<file path="config.mk">
export PLATFORM = sky130hd
export DESIGN_NAME = arb_2to1_flat
export DESIGN_NICKNAME = d
export VERILOG_FILES = /design/src/rtl/arb_2to1_if.sv /design/src/rtl/arb_2to1.sv /design/src/flat_wrapper.sv
export SDC_FILE = /design/constraint.sdc
export NUM_CORES = 1
export LEC_CHECK = 0
export CAP_MARGIN = 20
export CORE_UTILIZATION = 48
export DETAILED_ROUTE_END_ITERATION = 6
export PLACE_DENSITY = 0.74
export SLEW_MARGIN = 20
export SYNTH_ARGS = -nofsm -noshare
export SYNTH_HDL_FRONTEND = slang
export SYNTH_SLANG_ARGS = --single-unit
</file>
<file path="constraint.sdc">
create_clock -name clk -period 1.5 [get_ports clk]
set_input_delay 0.15 -clock clk [delete_from_list [all_inputs] [get_ports clk]]
set_output_delay 0.15 -clock clk [all_outputs]
set_load 0.03 [all_outputs]
</file>
<file path="src/rtl/arb_2to1_if.sv">
// Handshake bundle between the round-robin arbiter, the two requesting cores,
// the memory side and the shared-path mux select.
interface arb_2to1_if;
  logic req1;
  logic req2;
  logic mem_ack;
  logic sel;
  logic gnt1;
  logic gnt2;
  logic mem_req;
  logic done1;
  logic done2;
  logic err;

  // master: the arbiter, which owns the mux select and the grants
  modport master (
    input  req1, req2, mem_ack,
    output sel, gnt1, gnt2, mem_req, done1, done2, err
  );

  // slave: cores plus memory, which request and acknowledge
  modport slave (
    output req1, req2, mem_ack,
    input  sel, gnt1, gnt2, mem_req, done1, done2, err
  );
endinterface

</file>
<file path="src/rtl/arb_2to1.sv">
// Two-requester round-robin arbiter driving the shared-path mux select.
// Holds each grant until mem_ack or TIMEOUT cycles, then one GAP cycle.
module arb_2to1 #(
  parameter int TIMEOUT   = 16,
  parameter int CNT_WIDTH = $clog2(TIMEOUT)
) (
  input  logic        clk,
  input  logic        rst_n,
  arb_2to1_if.master  bus
);

  typedef enum logic [1:0] {
    IDLE,
    BUSY,
    GAP
  } state_t;

  localparam logic [CNT_WIDTH-1:0] CNT_MAX = CNT_WIDTH'(TIMEOUT - 1);

  state_t               state_q, state_d;
  logic [CNT_WIDTH-1:0] cnt_q, cnt_d;
  logic                 last_q, last_d;   // 0: core 1 served last, 1: core 2
  logic                 sel_q, sel_d;
  logic                 gnt1_q, gnt1_d;
  logic                 gnt2_q, gnt2_d;
  logic                 mem_req_q, mem_req_d;
  logic                 done1_q, done1_d;
  logic                 done2_q, done2_d;
  logic                 err_q, err_d;
  logic                 pick2;

  always_ff @(posedge clk or negedge rst_n) begin
    if (!rst_n) begin
      state_q   <= IDLE;
      cnt_q     <= '0;
      last_q    <= 1'b1;
      sel_q     <= 1'b0;
      gnt1_q    <= 1'b0;
      gnt2_q    <= 1'b0;
      mem_req_q <= 1'b0;
      done1_q   <= 1'b0;
      done2_q   <= 1'b0;
      err_q     <= 1'b0;
    end else begin
      state_q   <= state_d;
      cnt_q     <= cnt_d;
      last_q    <= last_d;
      sel_q     <= sel_d;
      gnt1_q    <= gnt1_d;
      gnt2_q    <= gnt2_d;
      mem_req_q <= mem_req_d;
      done1_q   <= done1_d;
      done2_q   <= done2_d;
      err_q     <= err_d;
    end
  end

  // Core 2 wins when it is the sole requester, or on a tie when core 1 went last
  assign pick2 = bus.req2 && (!bus.req1 || !last_q);

  always_comb begin
    state_d   = state_q;
    cnt_d     = cnt_q;
    last_d    = last_q;
    sel_d     = sel_q;
    gnt1_d    = gnt1_q;
    gnt2_d    = gnt2_q;
    mem_req_d = mem_req_q;
    done1_d   = 1'b0;
    done2_d   = 1'b0;
    err_d     = 1'b0;

    unique case (state_q)
      IDLE: begin
        if (bus.req1 || bus.req2) begin
          gnt1_d    = !pick2;
          gnt2_d    = pick2;
          sel_d     = pick2;
          mem_req_d = 1'b1;
          cnt_d     = '0;
          state_d   = BUSY;
        end
      end
      BUSY: begin
        if (bus.mem_ack || cnt_q == CNT_MAX) begin
          // Ack takes priority over a coincident timeout
          done1_d   = bus.mem_ack && !sel_q;
          done2_d   = bus.mem_ack && sel_q;
          err_d     = !bus.mem_ack;
          gnt1_d    = 1'b0;
          gnt2_d    = 1'b0;
          mem_req_d = 1'b0;
          last_d    = sel_q;
          state_d   = GAP;
        end else begin
          cnt_d = cnt_q + CNT_WIDTH'(1);
        end
      end
      GAP: begin
        state_d = IDLE;
      end
      default: begin
        state_d = IDLE;
      end
    endcase
  end

  assign bus.sel     = sel_q;
  assign bus.gnt1    = gnt1_q;
  assign bus.gnt2    = gnt2_q;
  assign bus.mem_req = mem_req_q;
  assign bus.done1   = done1_q;
  assign bus.done2   = done2_q;
  assign bus.err     = err_q;

endmodule

</file>
<file path="src/flat_wrapper.sv">
// flat-port wrapper written by rule: the top's interface ports become plain ports
module arb_2to1_flat 
#(
  parameter int TIMEOUT   = 16,
  parameter int CNT_WIDTH = $clog2(TIMEOUT)
)
  (clk, rst_n, bus_req1, bus_req2, bus_mem_ack, bus_sel, bus_gnt1, bus_gnt2, bus_mem_req, bus_done1, bus_done2, bus_err);
  arb_2to1_if bus_i ();
  input  logic clk;
  input  logic rst_n;
  input wire logic [$bits(bus_i.req1)-1:0] bus_req1;
  input wire logic [$bits(bus_i.req2)-1:0] bus_req2;
  input wire logic [$bits(bus_i.mem_ack)-1:0] bus_mem_ack;
  output wire logic [$bits(bus_i.sel)-1:0] bus_sel;
  output wire logic [$bits(bus_i.gnt1)-1:0] bus_gnt1;
  output wire logic [$bits(bus_i.gnt2)-1:0] bus_gnt2;
  output wire logic [$bits(bus_i.mem_req)-1:0] bus_mem_req;
  output wire logic [$bits(bus_i.done1)-1:0] bus_done1;
  output wire logic [$bits(bus_i.done2)-1:0] bus_done2;
  output wire logic [$bits(bus_i.err)-1:0] bus_err;
  assign bus_i.req1 = bus_req1;
  assign bus_i.req2 = bus_req2;
  assign bus_i.mem_ack = bus_mem_ack;
  assign bus_sel = bus_i.sel;
  assign bus_gnt1 = bus_i.gnt1;
  assign bus_gnt2 = bus_i.gnt2;
  assign bus_mem_req = bus_i.mem_req;
  assign bus_done1 = bus_i.done1;
  assign bus_done2 = bus_i.done2;
  assign bus_err = bus_i.err;
  arb_2to1 #(.TIMEOUT(TIMEOUT), .CNT_WIDTH(CNT_WIDTH)) u_core (.clk(clk), .rst_n(rst_n), .bus(bus_i));
endmodule
</file>
# Yosys cells after proc, flatten, opt, wreduce, memory -nomap -nowiden
# Cells that the tools add are included.
# word_totals
reg_bits,14
input_bits,5
out_inout_bits,7
wordCells,53
# op_classes
addsub,1
eq_ne,5
muxes,19
n_reduce_logical,18
# ops
op,count
1-bit 2-to-1 mux,10
4-bit 2-to-1 mux,2
4-bit one-hot mux with 2 select lines,1
1-bit one-hot mux with 2 select lines,3
2-bit AND reduction,3
3-bit AND reduction,2
1-bit logical NOT,5
4-bit by 1-bit adder with 4-bit output (second input constant),1
4-bit == test (second input constant),1
2-bit 2-to-1 mux,2
2-bit by 1-bit != test with 1-bit output (second input constant),2
2-bit one-hot mux with 2 select lines,1
1-bit logical AND,3
1-bit logical OR,3
2-bit by 1-bit == test with 1-bit output (second input constant),1
2-bit logical NOT,1
2-bit != test (second input constant),1
2-bit nonzero test,1

# Logic depth before layout (Yosys ltp)
# depth
word_depth,6
ltp_mapped,4
depth_no_buf,4

# Least setup slack after synthesis
# OpenSTA, ideal clock, no wires.
# synth_path
kind,flip-flop to flip-flop
startpoint,reg u_core.cnt_q[0]
endpoint,reg u_core.last_q
setup_ps,85
t_arrival_ps,1212
required_time_ps,1415
setup_slack_ps,203
path_stages_with_launch,5
path_buffers,0
period_less_slack_ps,1297
cell_sequence,dfrtp_1 > ha_1 > a31oi_2 > nor2_1 > mux2_1
# synth_between
elab_chain_cells,3
# synth_lines
item,line_no,source
start: declaration,arb_2to1.sv:21,"logic [CNT_WIDTH-1:0] cnt_q, cnt_d;"
start signal: assignment,arb_2to1.sv:46,cnt_q <= cnt_d;
4-bit == test,arb_2to1.sv:85,if (bus.mem_ack || cnt_q == CNT_MAX) begin
1-bit logical OR,arb_2to1.sv:85,
2-bit AND reduction (no line),n/a,
end signal: assignment,arb_2to1.sv:47,last_q <= last_d;
end: declaration,arb_2to1.sv:22,"logic last_q, last_d;"
# Every way passes these cells.
# A chain may end at the register's enable or synchronous reset.

# Worst setup path after layout
# layout_path
startpoint,reg u_core.mem_req_q (netlist: u_core.bus.mem_req)
endpoint,out bus_mem_req
# layout_lines
item,line_no,source
start: declaration,arb_2to1.sv:26,"logic mem_req_q, mem_req_d;"
start signal: assignment,arb_2to1.sv:51,mem_req_q <= mem_req_d;
end: declaration,flat_wrapper.sv:17,output wire logic [$bits(bus_i.mem_req)-1:0] bus_mem_req;
# No word-level cell between the ends.

==> flow_summary.rst <==
.. list-table::
   :header-rows: 1

   * - Metric
     - Value
   * - Pin count of the biggest net entering global routing
     - 15
   * - Total non-filler cell area in the finished layout
     - 851 sq um
   * - Highest net fanout along the worst path
     - 2
   * - Ratio of cells with drive above 1 in the final layout
     - 0.165
   * - Core region area
     - 1280 sq um
   * - Fraction of power consumed by sequential logic
     - 0.434
   * - Number of max-capacitance violations reported
     - 0
   * - Routed wire length per instance
     - 13.3 microns
   * - Worst rel slew slack
     - 0.782
   * - CTS tree
     - done
   * - Total length of routed wires
     - 1250 microns
   * - First-pass iteration count of the detailed router
     - 4
   * - Cell count after synthesis
     - 60
   * - Number of buffers and inverters on the critical path
     - 1
   * - Xor/xnor share of the synthesized area
     - 0
   * - Last weighted congestion value of the routability-driven placer
     - 0.828
   * - Main combinational cell family by area after synthesis
     - compound AO/OA/AOI/OAI gates
   * - Total negative slack for setup checks
     - 0 ns
   * - Root Buffer
     - clkbuf_4
   * - CTS H-Tree Depth
     - 1
   * - Post-route DRC violation count
     - 0
   * - Kind of cell adding the most delay to the critical path
     - buffers and inverters
   * - Switching power of the nets
     - 0.000614 W
   * - Cell type contributing the most total cell area after synthesis
     - dfrtp_1
   * - Clock power share
     - 0.149
   * - Count of final max-slew check failures
     - 0
   * - Share of synthesized cell area in full adder, half adder and majority cells
     - 0.0189
   * - Global-route wire length before repair
     - 1950 microns
   * - Vias in the first global route
     - 473
   * - P_leak
     - 0.387 nW
   * - Leftover overflow at the end of global routing
     - 0
   * - Area share of the largest cell type after synthesis
     - 0.491
   * - Arrival time at the worst endpoint
     - 1.31 ns
   * - Worst VDD drop
     - 942 uV
   * - Per-instance average area after synthesis
     - 11.0 sq um
   * - Critical path launch point type
     - register
   * - Post-Route M1 WL
     - 613 microns
   * - Proportion of total power due to net switching
     - 0.409
   * - Via count
     - 536
   * - Top-level I/O count
     - 12
   * - Top metal layer carrying routed signals
     - met4
   * - Mapped Nets
     - 66
   * - Endpoint of the worst register-to-register path
     - u_core.last_q$_DFFE_PN1P_
   * - Count of input and output buffers
     - 11
   * - Worst min path class
     - input port to asynchronous set/reset pin
   * - Required time of the critical path
     - 1.35 ns
   * - Clock latency at the later pin of the worst-skew pair
     - 0.28 ns
   * - Total CTS buffers
     - 3
   * - Sinks on the clock net
     - 14
   * - Met2 WL post-DR
     - 553 microns
   * - Placed cell area
     - 821 sq um
   * - Critical path, cell by cell
     - clkdlybuf4s50_1
   * - Upper clock frequency limit
     - 684 MHz
   * - Portion of the post-synthesis area used by sequential elements
     - 0.531
   * - Die Outline Area
     - 1530 sq um
   * - Critical-path cell with the highest stage delay
     - clkdlybuf4s50_1
   * - Floorplan die height
     - 39.1 microns
   * - Number of fill cells
     - 100
   * - Worst reg2reg path depth
     - 4
   * - Final hold violation count
     - 0
   * - NumNets Final
     - 86
   * - Final worst clock skew
     - 0.00194 ns
   * - Flip-flop and latch count after synthesis
     - 14
   * - Prevailing post-synth register cell
     - dfrtp_1
   * - Hpwl dp
     - 912 microns
   * - Clock slew seen by the registers of the worst setup and hold paths
     - 0.08 ns
   * - Endpoint kind of the worst setup timing path
     - primary output
   * - Setup repair after global routing missed its margin
     - false
   * - Number of antenna repair diodes
     - 0
   * - Slack of the worst reg-to-reg path
     - 0.11 ns
   * - Internal Pwr Total
     - 0.000888 W
   * - Routed wire length on met3
     - 56 microns
   * - Number of antenna violations at the first check in global routing
     - 0
   * - P&R area growth vs syn
     - 28.5%
   * - Worst slack on hold paths
     - 0.163 ns
   * - EDFF count, synth
     - 0
   * - Synth top area cells
     - dfrtp_1, dfstp_2, mux2i_1
   * - Worst path max stage delay
     - 0.68 ns
   * - Total of endpoints with negative setup slack in the final report
     - 0
   * - Multiplexer fraction of the synthesized cell area
     - 0.0473
   * - Total global-route track usage
     - 0.201
   * - Result of the run
     - finished, final reports clean
   * - Rows
     - 13
   * - Cell area after synthesis
     - 662 sq um
   * - Worst slew pin tran
     - 0.327 ns
   * - Clock tree buffer depth
     - 2
   * - Number of vias per cell
     - 5.70
   * - Complex-gate fraction of the synthesized area
     - 0.193
   * - Simple-Gate Fraction of Synth Area
     - 0.181
   * - Ys async rst share
     - 1.00
   * - Power density cells
     - 1770 nW/um^2
   * - Initial Utilization
     - 0.515
   * - Post-route minimum period
     - 1.46 ns
   * - Worst setup path class
     - register to primary output
   * - Number of warnings printed during yosys synthesis
     - 0
   * - Period Utilization, post-route
     - 0.975
   * - Part of the total power dissipated in combinational logic
     - 0.417
   * - Final antenna-violating net count
     - 0
   * - 1st-iter DRT viols
     - 13
   * - RR Startpoint
     - u_core.cnt_q[0]$_DFFE_PN0P_
   * - Die Width
     - 39.1 microns
   * - Number of distinct standard cells referenced by the synthesized netlist
     - 28
per-layer routing:
metal,track usage,vias up
met5,0,-
met4,0.147,0
met3,0.0520,4
met2,0.279,13
met1,0.267,260
li1,-,259
state kept, by name, indices dropped and copies added, names as in the netlist:
register / flops
u_core.bus.gnt1: 1
u_core.bus.err: 1
u_core.cnt_q: 4
u_core.last_q: 1
u_core.bus.done1: 1
u_core.bus.gnt2: 1
u_core.state_q: 2
u_core.bus.mem_req: 1
u_core.bus.sel: 1
u_core.bus.done2: 1
cell families (layout without fill, tap and decap cells):
| kind of cell | after synthesis | after routing |
|---|---|---|
| DFF | 14 | 14 |
| muxes | 3 | 3 |
| AOI/OAI and AO/OA | 16 | 16 |
| and+or+nand+nor | 21 | 21 |
| adders and majority gates | 1 | 1 |
| buffers and inverters | 5 | 24 |
metrics by stage:
stage	total power, W	std cells	setup slack [ns]	utilization
after CTS	0.00152	94	0.00320	0.658
after global placement	0.00129	90	0.0918	0.639
after global routing	0.00160	94	0.00478	0.662
final	0.00150	94	0.0378	0.662
after detailed placement	0.00130	90	0.0508	0.639
after floorplan	0.00106	60	0.203	-
area by class of cell:
| type | instances | area (sq um) | share of cell area |
|---|---|---|---|
| Sequential cell | 14 | 352 | 0.413 |
| Multi-Input combinational cell | 41 | 292 | 0.343 |
| Inverter | 5 | 18.8 | 0.0221 |
| Tap cell | 15 | 18.8 | 0.0221 |
| Timing Repair Buffer | 15 | 144 | 0.169 |
| Clock buffer | 4 | 26.3 | 0.0309 |
synthesized netlist by cell type (all sizes together) (2+ instances only):
library cell   n
o221ai         3
a32oi          2
o22ai          3
nand2b         3
a21oi          2
mux2i          2
inv            5
nand3          2
dfrtp         13
nand2          5
o21ai          3
nor2           5
a31oi          2
power by group through the flow:
stage | clock [W] | combinational, W | sequential, W
2_1_floorplan | 0 | 0.000304 | 0.000754
3_3_place_gp | 0 | 0.000628 | 0.000666
3_5_place_dp | 0 | 0.000636 | 0.000663
4_1_cts | 0.000232 | 0.000630 | 0.000655
5_1_grt | 0.000243 | 0.000681 | 0.000676
6_report | 0.000223 | 0.000626 | 0.000652
layout by cell type, fill, tap and decap left out:
cell,n
a21oi_1,2
a31o_1,1
a31oi_1,1
a31oi_2,1
a32oi_1,2
and3_1,1
buf_4,4
clkbuf_1,1
clkbuf_4,3
clkdlybuf4s50_1,8
dfrtp_1,13
dfstp_2,1
dlygate4sd2_1,1
dlymetal6s2s_1,2
ha_1,1
inv_1,5
mux2_1,1
mux2i_1,2
nand2_1,5
nand2b_1,2
nand2b_4,1
nand3_1,2
nand4b_1,1
nor2_1,5
nor2b_1,1
nor3b_1,1
o21ai_0,1
o21ai_1,2
o221ai_1,2
o221ai_2,1
o22ai_1,2
o22ai_2,1
or2_1,1
or4_4,1
how the worst max path moves through the flow:
stage                                              start                         to  slack [ns]  depth (start not counted)
after floorplan              u_core.cnt_q[0]$_DFFE_PN0P_  u_core.last_q$_DFFE_PN1P_        0.20                          4
after global placement                       bus_mem_ack  u_core.last_q$_DFFE_PN1P_        0.09                          4
after detailed placement                     bus_mem_ack  u_core.last_q$_DFFE_PN1P_        0.05                          4
after CTS                    u_core.bus.gnt2$_DFFE_PN0P_                   bus_gnt2       0.003                          1
after global routing      u_core.bus.mem_req$_DFFE_PN0P_                bus_mem_req       0.005                          1
final                     u_core.bus.mem_req$_DFFE_PN0P_                bus_mem_req        0.04                          1
timing repair:
| action | CTS | global route |
|---|---|---|
| setup endpoints to repair | 1 | 2 |
| hold buffers | 0 | 0 |
| buffers inserted | 0 | 0 |
| cloned | 0 | 0 |
| gates resized for setup | 1 | 2 |
Note: power is estimated with default switching activity, not from simulation.
